### src/rtl/rr_arb_mux.sv
// N-channel round-robin arbiter feeding a one-entry registered output stage.
// Optional burst locking is enabled by defining RR_ARB_MUX_LOCK_EN (adds in_last).
module rr_arb_mux #(
  parameter int WIDTH = 32,
  parameter int N     = 3,
  localparam int SELW = (N > 1) ? $clog2(N) : 1
) (
  input  logic               clk,
  input  logic               reset,
  input  logic [N*WIDTH-1:0] in_data,
  input  logic [N-1:0]       in_valid,
`ifdef RR_ARB_MUX_LOCK_EN
  input  logic [N-1:0]       in_last,
`endif
  output logic [N-1:0]       in_ready,
  output logic [WIDTH-1:0]   out_data,
  output logic [SELW-1:0]    out_sel,
  output logic               out_valid,
  input  logic               out_ready,
  output logic               dbg_state,
  output logic [SELW-1:0]    dbg_ptr
);

  // Handshake: a beat moves on any rising edge where valid and ready are both
  // high; valid must not depend on ready, ready may depend on valid.

  typedef enum logic {EMPTY = 1'b0, FULL = 1'b1} state_t;

  state_t          state, state_n;
  logic [SELW-1:0] ptr, ptr_n;
  logic [SELW-1:0] gnt;
  logic            found;
  logic            space;
  logic            grant;
  logic [SELW:0]   idx;

`ifdef RR_ARB_MUX_LOCK_EN
  logic            locked;
  logic [SELW-1:0] lock_ch;
`endif

  assign out_valid = (state == FULL);
  assign space     = !out_valid || out_ready;
  assign dbg_state = (state == FULL);
  assign dbg_ptr   = ptr;

  // Priority search starting at ptr; idx carries one extra bit so ptr+k never overflows.
  always_comb begin
    found = 1'b0;
    gnt   = '0;
    idx   = '0;
    for (int k = 0; k < N; k++) begin
      idx = {1'b0, ptr} + (SELW+1)'(k);
      if (idx >= (SELW+1)'(N)) idx = idx - (SELW+1)'(N);
      if (!found && in_valid[idx[SELW-1:0]]) begin
        found = 1'b1;
        gnt   = idx[SELW-1:0];
      end
    end
`ifdef RR_ARB_MUX_LOCK_EN
    if (locked) begin
      found = in_valid[lock_ch];
      gnt   = lock_ch;
    end
`endif
  end

  assign grant = found && space && !reset;

  always_comb begin
    in_ready = '0;
    if (grant) in_ready[gnt] = 1'b1;
  end

  always_comb begin
    ptr_n = ptr;
    if (grant) ptr_n = (gnt == SELW'(N-1)) ? '0 : gnt + 1'b1;
  end

  always_comb begin
    state_n = state;
    if (grant) state_n = FULL;
    else if (out_valid && out_ready) state_n = EMPTY;
  end

  always_ff @(posedge clk or posedge reset) begin
    if (reset) state <= EMPTY;
    else       state <= state_n;
  end

  always_ff @(posedge clk or posedge reset) begin
    if (reset) begin
      out_data <= '0;
      out_sel  <= '0;
      ptr      <= '0;
    end else if (grant) begin
      out_data <= in_data[int'(gnt)*WIDTH +: WIDTH];
      out_sel  <= gnt;
      ptr      <= ptr_n;
    end
  end

`ifdef RR_ARB_MUX_LOCK_EN
  // A burst holds the arbiter on its channel until its last beat is accepted.
  always_ff @(posedge clk or posedge reset) begin
    if (reset) begin
      locked  <= 1'b0;
      lock_ch <= '0;
    end else if (grant) begin
      locked  <= !in_last[gnt];
      lock_ch <= gnt;
    end
  end
`endif

endmodule
### config.mk
export PLATFORM = sky130hd
export DESIGN_NAME = rr_arb_mux
export DESIGN_NICKNAME = d
export VERILOG_FILES = /design/src/rtl/rr_arb_mux.sv
export SDC_FILE = /design/constraint.sdc
export NUM_CORES = 1
export LEC_CHECK = 0
export ABC_AREA = 1
export CAP_MARGIN = 20
export CORE_AREA = 3 3 90 92
export DETAILED_ROUTE_END_ITERATION = 6
export DIE_AREA = 0 0 93 95
export PLACE_DENSITY = 0.82
export SLEW_MARGIN = 20
export SYNTH_ARGS = -nofsm -noshare
export SYNTH_HDL_FRONTEND = slang
export SYNTH_SLANG_ARGS = --single-unit
### constraint.sdc
create_clock -name clk -period 2.53 [get_ports clk]
set_input_delay 0.506 -clock clk [delete_from_list [all_inputs] [get_ports clk]]
set_output_delay 0.506 -clock clk [all_outputs]
set_load 0.02 [all_outputs]
* After elaboration in Yosys (flattened, before gate mapping)
Index checks and enable logic that the tools add are counted.
** Storage, ports and cells
- Output and inout port bits :: 41
- Register bits :: 37
- Input port bits :: 102
** Cells by class
- Add/sub/neg operators :: 6
- Shift operators :: 1
- Mux-type cells :: 21
- Eq/ne operators :: 1
- Magnitude comparators :: 8
- Reductions and logical operators :: 12
** Operators with widths (number)
- indexed part select 96 x 8 -> 32 bit :: 1
- 2-to-1 mux 2 bit :: 7
- less-than comparator 2 x 3 -> 1 bit (second input constant) :: 4
- 2-to-1 mux 1 bit :: 9
- binary-select mux 1 bit (select 2 bit) :: 3
- greater-or-equal comparator 3 x 2 -> 1 bit (second input constant) :: 2
- logical AND 1 bit :: 6
- subtractor 2 bit (second input constant) :: 3
- zero test 1 bit :: 4
- adder 2 x 1 -> 3 bit (second input constant) :: 1
- adder 2 x 2 -> 3 bit (second input constant) :: 1
- 2-to-1 mux 3 bit :: 1
- adder 2 x 1 -> 2 bit (second input constant) :: 1
- demux 1 bit (select 2 bit) :: 1
- == test 2 bit (second input constant) :: 1
- greater-or-equal comparator 2 x 1 -> 1 bit (second input constant) :: 1
- greater-or-equal comparator 2 bit (second input constant) :: 1
- nonzero test 2 bit :: 1
- logical OR 1 bit :: 1

* Depth between registers and ports, before layout
Gate-level depths: netlist of run 1.
- Depth in word-level cells :: 16
- Mapped depth :: 14
- Gate-level depth less buffers :: 14

* Worst setup path before layout of run 1
OpenSTA, ideal clock, no wires.
- Kind :: input port to output port
- From :: in reset
- To :: out in_ready[0]
- Stages :: 6
- Arrival time :: 2.300 ns
- Path buffers :: 1
- Setup slack :: -0.276 ns
- Path through :: inv_1 -> nand3_2 -> nor2_1 -> buf_2 -> inv_2 -> nor2_1
** On the way
- Longest elaborated chain between the ends :: 3
** Ends and longest elaborated chain
- start, declared :: line 9 : input logic reset,
- zero test 1 bit (no line)
- logical AND 1 bit :: line 68 : assign grant = found && space && !reset;
- 2-to-1 mux 3 bit :: line 72 : if (grant) in_ready[gnt] = 1'b1;
- end, declared :: line 15 : output logic [N-1:0] in_ready,
Every way passes these cells.

* Worst setup path after layout of run 1
- From :: reg ptr[0], in the netlist dbg_ptr[0]
- To :: out in_ready[2]
** On the way
- Longest elaborated chain between the ends :: 16
- Elaborated cells on any way between the ends :: 35
- Those cells by class :: add/sub: 5; order compare: 5; mux: 18; reduce/logical: 7
** Ends and longest elaborated chain
- start, declared :: line 30 : logic [SELW-1:0] ptr, ptr_n;
- start signal, assigned :: line 99 : ptr <= ptr_n;
- branches (longest 15 deep; another with adder 2 x 1 -> 3 bit)
- 2-to-1 mux 3 bit * :: line 72
Mark *: on every way between the ends. The select of a mux whose other input is x is not followed.

==> impl_results.md, run 1 <==
* Tcrit/Tclk final at 101%
* WP data required at 2.02 ns
* H-Tree Depth at 2
* Static leakage power at 2.28 nW
* Via density at 4.69
* Placer Congestion at 0.805
* Syn Inst Count at 393
* Fin area at 4490 sq um
* Core Box Area at 7290 sq um
* Starting Density at 35.4%
* Grt total ovfl at 0
* Fin Hold WS at 0.503 ns
* Clk slew on worst S/H paths at 0.07 ns
* DRT antenna net count at 0
* Post-synth cell types at 24
* Via count at 3058
* IO Pins at 143
* CTS Sinks at 37
* Status: complete, but fails checks
* Area of the die at 8840 sq um
* Port Buffer Count at 142
* Number of synthesized flops with an enable pin at 0
* DP Wirelength at 6450 um
* Mean area per synthesized cell at 6.57 sq um
* Setup violators final at 1
* Commonest cells post-synth: nand2_1, inv_1, nand3_1
* Maximum clock insertion buffer count at 2
* Crit Path Category: reg2out
* Worst-skew pair later-pin latency at 0.28 ns
* Final net count at 659
* DR pass1 iterations at 5
* CTS Buf Count at 5
* Final min period at 2.54 ns
* Initial antenna violation count at 0
* Avg WL per Cell at 13.6 um
* Final hold viol count at 0
* Final WL at 8860 um
* Share of the synthesized area in the top cell type at 35.9%
* RSZ-0062 raised after global routing: yes
* Post-synth ARST share at 100%
* Dominant synthesized flop cell: dfrtp_1
* Violated checks: negative setup slack
* Share of layout cells above drive strength 1 at 14.1%
* Most used standard cell by instance count after synthesis: nand2_1
* Clock tree from TritonCTS: yes
* Root Driver: clkbuf_8
* Post-synth top area cell: dfrtp_1
* Slew headroom at 68.8%
* Skew final at 0.00459 ns
* Residual DRC count at 0
* Worst EP arrival at 2.04 ns
* All-Layer GR Usage at 19.9%
* Slew @ Worst Pin at 0.468 ns
* Crit path max fanout at 4
* Fin worst setup slack at -0.0130 ns
* Sequential element share of the synthesized area at 35.9%
* Synth Cell Area at 2580 sq um
* Chip Height at 95 um
* Max IR drop VDD at 504 uV
* Cts hold-fix bufs at 0
* Max_cap viols at 0
* Global-route wire length before repair at 14100 um
* CP startpoint kind: flip-flop
* Yosys synthesis warning count at 0
* Area contributors post-synth: dfrtp_1, nand2_1, nand3_1
* DP Area at 4200 sq um
* Path type of the worst min-delay path: reg2reg
* # diodes at 0
* Final Max Slew Viols at 0
* 1st-iter DRT viols at 97
* Power density over the cells at 1190 nW/um^2
* Area delta synth->final at 73.9%
* Worst setup EP type: output pin
* Vias in the first global route at 3041
* Largest net degree at the start of global routing at 38
* Post-Syn Nets at 499
* Row Count at 31
* Die Width at 93 um
* Yosys reg bits at 37
* Max frequency at 393 MHz
[logic make-up after synthesis]
family,after synthesis,synth area share (%)
AO/OA/AOI/OAI,35,7.22
adder cells (fa/ha/maj),4,1.94
buffers and inverters,114,18.1
flip-flops,37,35.9
AND/OR/NAND/NOR,203,36.9
[layout by cell type, fill, tap and decap left out, drive strengths merged]
cell type      synthesis  layout
clkdlybuf4s50          0     137
nand2                104     104
inv                   93      92
nand3                 73      73
dfrtp                 37      37
buf                   20      35
a21oi                 29      29
nand3b                18      18
clkbuf                 1       7
nor2                   5       5
ha                     4       4
nand4                  3       3
o22ai                  2       2
o21ai                  2       2
clkinvlp               0       1
o211ai                 1       1
o21a                   1       1
dlymetal6s2s           0       1
dlygate4sd2            0       1
[state kept, by name, summed over array words and instances (netlist names)]
name / cells
dbg_state: 1
dbg_ptr: 2
out_sel: 2
out_data: 32
[per-stage QoR]
step | total power (W) | utilization [%] | cells | setup slack, ns | TNS [ns]
5_1_grt | 0.00577 | 61.5 | 652 | -0.132 | -0.311
2_1_floorplan | 0.00314 | - | 393 | -0.0868 | -0.174
6_report | 0.00535 | 61.5 | 652 | -0.0130 | -0.0130
3_5_place_dp | 0.00458 | 57.6 | 638 | -0.541 | -1.56
3_3_place_gp | 0.00449 | 57.6 | 638 | -0.497 | -1.43
4_1_cts | 0.00520 | 60.1 | 649 | -0.0269 | -0.0269
[per-layer routing]
metal	vias to the layer above	global-route usage, %	routed length, um
met5	-	0	0
met4	0	4.76	99
met3	10	5.58	743
met2	135	35.8	4550
met1	1387	23.4	3470
li1	1526	-	-
[power breakdown]
| group | total [W] | internal (W) | switching, W |
|---|---|---|---|
| Clock | 0.000411 | 0.000216 | 0.000195 |
| Combinational | 0.00387 | 0.00171 | 0.00216 |
| Sequential | 0.00107 | 0.000896 | 0.000173 |
| Total | 0.00535 | 0.00282 | 0.00253 |
[worst max-delay path, stage by stage, from the launching register on]
cell	delay (ns)
dfrtp_1	0.40
inv_2	0.07
ha_4	0.30
inv_4	0.05
nand2_4	0.06
nand2_4	0.06
a21oi_4	0.16
nand4_1	0.13
nand2_2	0.15
buf_6	0.12
inv_4	0.03
nor2_4	0.10
buf_6	0.13
[path summary, 6_finish.rpt]
check / start / end / slack (ns) / cells after the start
min in group asynchronous: reset / out_data[31] / 0.76 / 3
max in group asynchronous: reset / dbg_ptr[1] / 1.42 / 3
min reg2reg: out_data[4] / out_data[4] / 0.50 / 2
max: dbg_ptr[0] / in_ready[2] / -0.01 / 12
min: out_data[4] / out_data[4] / 0.50 / 2
max reg2reg: dbg_ptr[1] / out_data[12] / 0.35 / 13
[area by class of cell]
class,count,area (sq um)
Fill cell,668,2800
Timing Repair Buffer,174,1670
Multi-Input combinational cell,242,1320
Sequential cell,37,927
Inverter,93,360
Tap cell,99,124
Clock buffer,7,86.3
[timing repair]
action / in CTS / in global routing
resized for setup: 35 / 22
setup endpoints to repair: 3 / 3
endpoints found under the hold margin: 0 / 0
pin swaps: 9 / 12
setup buffers: 4 / 3
No activity file was read; power rests on OpenSTA's default activity.
==> run 2, diff against run 1 <==
==> constraint.sdc (replaced) <==
create_clock -name clk -period 2.53 [get_ports clk]
set_input_delay 0.506 -clock clk [delete_from_list [all_inputs] [get_ports clk]]
set_output_delay 0.506 -clock clk [all_outputs]
set_load 0.05 [all_outputs]
==> impl_results.md, run 2 (synthesis results as in run 1) <==
* Status: complete, but fails checks (unchanged)
* Fin worst setup slack at -0.0399 ns (was -0.0130 ns)
* Max IR drop VDD at 676 uV (was 504 uV)
* 1st-iter DRT viols at 78 (was 97)
* IO Pins at 143 (unchanged)
* Share of layout cells above drive strength 1 at 14.4% (was 14.1%)
* Die Width at 93 um (unchanged)
* Top reg by flops: out_data (unchanged)
* Clk slew on worst S/H paths at 0.08 ns (was 0.07 ns)
* Max frequency at 389 MHz (was 393 MHz)
* CTS Buf Count at 5 (unchanged)
* DR pass1 iterations at 4 (was 5)
* Via density at 4.83 (was 4.69)
* RSZ-0062 raised after global routing: yes (unchanged)
* Crit Path Category: reg2out (unchanged)
* Worst-skew pair later-pin latency at 0.29 ns (was 0.28 ns)
* Cts hold-fix bufs at 0 (unchanged)
* DRT antenna net count at 0 (unchanged)
* Area of the die at 8840 sq um (unchanged)
* Placer Congestion at 0.785 (was 0.805)
* Fin area at 4510 sq um (was 4490 sq um)
* Global-route wire length before repair at 14400 um (was 14100 um)
* Skew final at 0.00448 ns (was 0.00459 ns)
* Avg WL per Cell at 14.2 um (was 13.6 um)
* H-Tree Depth at 2 (unchanged)
* Row Count at 31 (unchanged)
* Via count at 3151 (was 3058)
* Final Max Slew Viols at 0 (unchanged)
* Final min period at 2.57 ns (was 2.54 ns)
* Core Box Area at 7290 sq um (unchanged)
* CTS Sinks at 37 (unchanged)
* Tcrit/Tclk final at 102% (was 101%)
* Area delta synth->final at 74.9% (was 73.9%)
* Path type of the worst min-delay path: reg2reg (unchanged)
* # diodes at 0 (unchanged)
* Static leakage power at 2.29 nW (was 2.28 nW)
* Initial antenna violation count at 0 (unchanged)
* Grt total ovfl at 0 (unchanged)
* Maximum clock insertion buffer count at 2 (unchanged)
* Worst setup EP type: output pin (unchanged)
* DP Area at 4200 sq um (unchanged)
* Power density over the cells at 1370 nW/um^2 (was 1190 nW/um^2)
* Slew headroom at 64.4% (was 68.8%)
* WP data required at 2.02 ns (about the same)
* Setup violators final at 3 (was 1)
* Violated checks: negative setup slack (unchanged)
* Clock tree from TritonCTS: yes (unchanged)
* Cell mode on critical path: buf_4
* Largest net degree at the start of global routing at 38 (unchanged)
* Most frequent cells in the layout: clkdlybuf4s50_1, nand2_1, inv_1 (unchanged)
* Final WL at 9250 um (was 8860 um)
* All-Layer GR Usage at 20.6% (was 19.9%)
* CP max stage delay at 0.44 ns (was 0.40 ns)
* Fillers at 656 (was 668)
* CP max-delay cell: dfrtp_2 (was dfrtp_1)
* CP Cell Sequence: buf_4 > ha_4 > inv_4 > nand2_4 > nand3_4 > nand2_4 > buf_4 > o211ai_1 > buf_4 > nor2_4 > buf_12 (was inv_2 > ha_4 > inv_4 > nand2_4 > nand2_4 > a21oi_4 > nand4_1 > nand2_2 > buf_6 > inv_4 > nor2_4 > buf_6)
* Crit path max fanout at 6 (was 4)
* Root Driver: clkbuf_8 (unchanged)
* CP startpoint kind: flip-flop (unchanged)
* Max_cap viols at 0 (unchanged)
* Final net count at 659 (unchanged)
* Vias in the first global route at 3169 (was 3041)
* Fin Hold WS at 0.499 ns (was 0.503 ns)
* Worst EP arrival at 2.06 ns (was 2.04 ns)
* Slew @ Worst Pin at 0.532 ns (was 0.468 ns)
* Final hold viol count at 0 (unchanged)
* Residual DRC count at 0 (unchanged)
* Chip Height at 95 um (unchanged)
* DP Wirelength at 6480 um (was 6450 um)
* Port Buffer Count at 142 (unchanged)
* Commonest non-fill, non-tap cell in the layout: clkdlybuf4s50_1 (unchanged)
* Max reg flops at 32 (unchanged)
* Starting Density at 35.4% (unchanged)
run 2: cell type report:
type / count / area [sq um] / share of cell area (%)
well taps: 99 / 124 / 2.74
clock buffers: 5 / 68.8 / 1.52
flip-flops and latches: 37 / 928 / 20.6
repair buffers: 174 / 1700 / 37.6
inverters: 93 / 365 / 8.09
clock inverters: 3 / 17.5 / 0.388
multi-input cells: 242 / 1310 / 29.1
run 2: report_power, final:
part	total, W	internal (W)	switching (W)
clock network	0.000410	0.000190	0.000220
registers	0.00107	0.000897	0.000170
logic	0.00469	0.00175	0.00293
total	0.00616	0.00284	0.00332
run 2: worst paths after layout:
| kind | depth (start not counted) | slack [ns] | endpoint | from |
|---|---|---|---|---|
| hold / removal | 2 | 0.50 | out_data[10] | out_data[10] |
| min in group asynchronous | 3 | 0.73 | out_data[1] | reset |
| hold reg to reg | 2 | 0.50 | out_data[10] | out_data[10] |
| setup / recovery | 11 | -0.04 | in_ready[0] | dbg_ptr[0] |
| max in group asynchronous | 3 | 1.45 | dbg_ptr[0] | reset |
| setup reg to reg | 15 | 0.11 | out_data[19] | dbg_ptr[1] |
run 2: through the flow:
stage | worst slack, ns | total power (W) | util (%) | cells | TNS (ns)
finish | -0.0399 | 0.00616 | 61.9 | 653 | -0.102
global route | -0.127 | 0.00657 | 61.9 | 653 | -0.356
CTS | -0.0381 | 0.00602 | 60.8 | 649 | -0.0491
detailed placement | -0.103 | 0.00535 | 57.6 | 629 | -0.259
global placement | -0.0140 | 0.00523 | 57.6 | 629 | -0.0140
floorplan | 0.00461 | 0.00393 | - | 393 | 0
run 2: metal layers:
layer | vias up | routed length [um] | global-route usage, %
met3 | 24 | 850 | 6.45
met5 | - | 0 | 0
met4 | 0 | 227 | 7.33
li1 | 1532 | - | -
met1 | 1447 | 3470 | 22.0
met2 | 148 | 4700 | 38.1
run 2: critical path: cells and delay by family (launching register included):
| kind | cells | cell delay [ns] |
|---|---|---|
| buf+inv | 5 | 0.67 |
| flops | 1 | 0.44 |
| simple gates | 4 | 0.28 |
| compound gates | 1 | 0.20 |
| fa+ha+maj | 1 | 0.18 |
run 2: timing repair:
action                                  in CTS  in global routing
resized for setup                           14                 14
endpoints found under the setup margin       3                  3
buffers inserted                            12                  4
pin swaps                                    8                 11
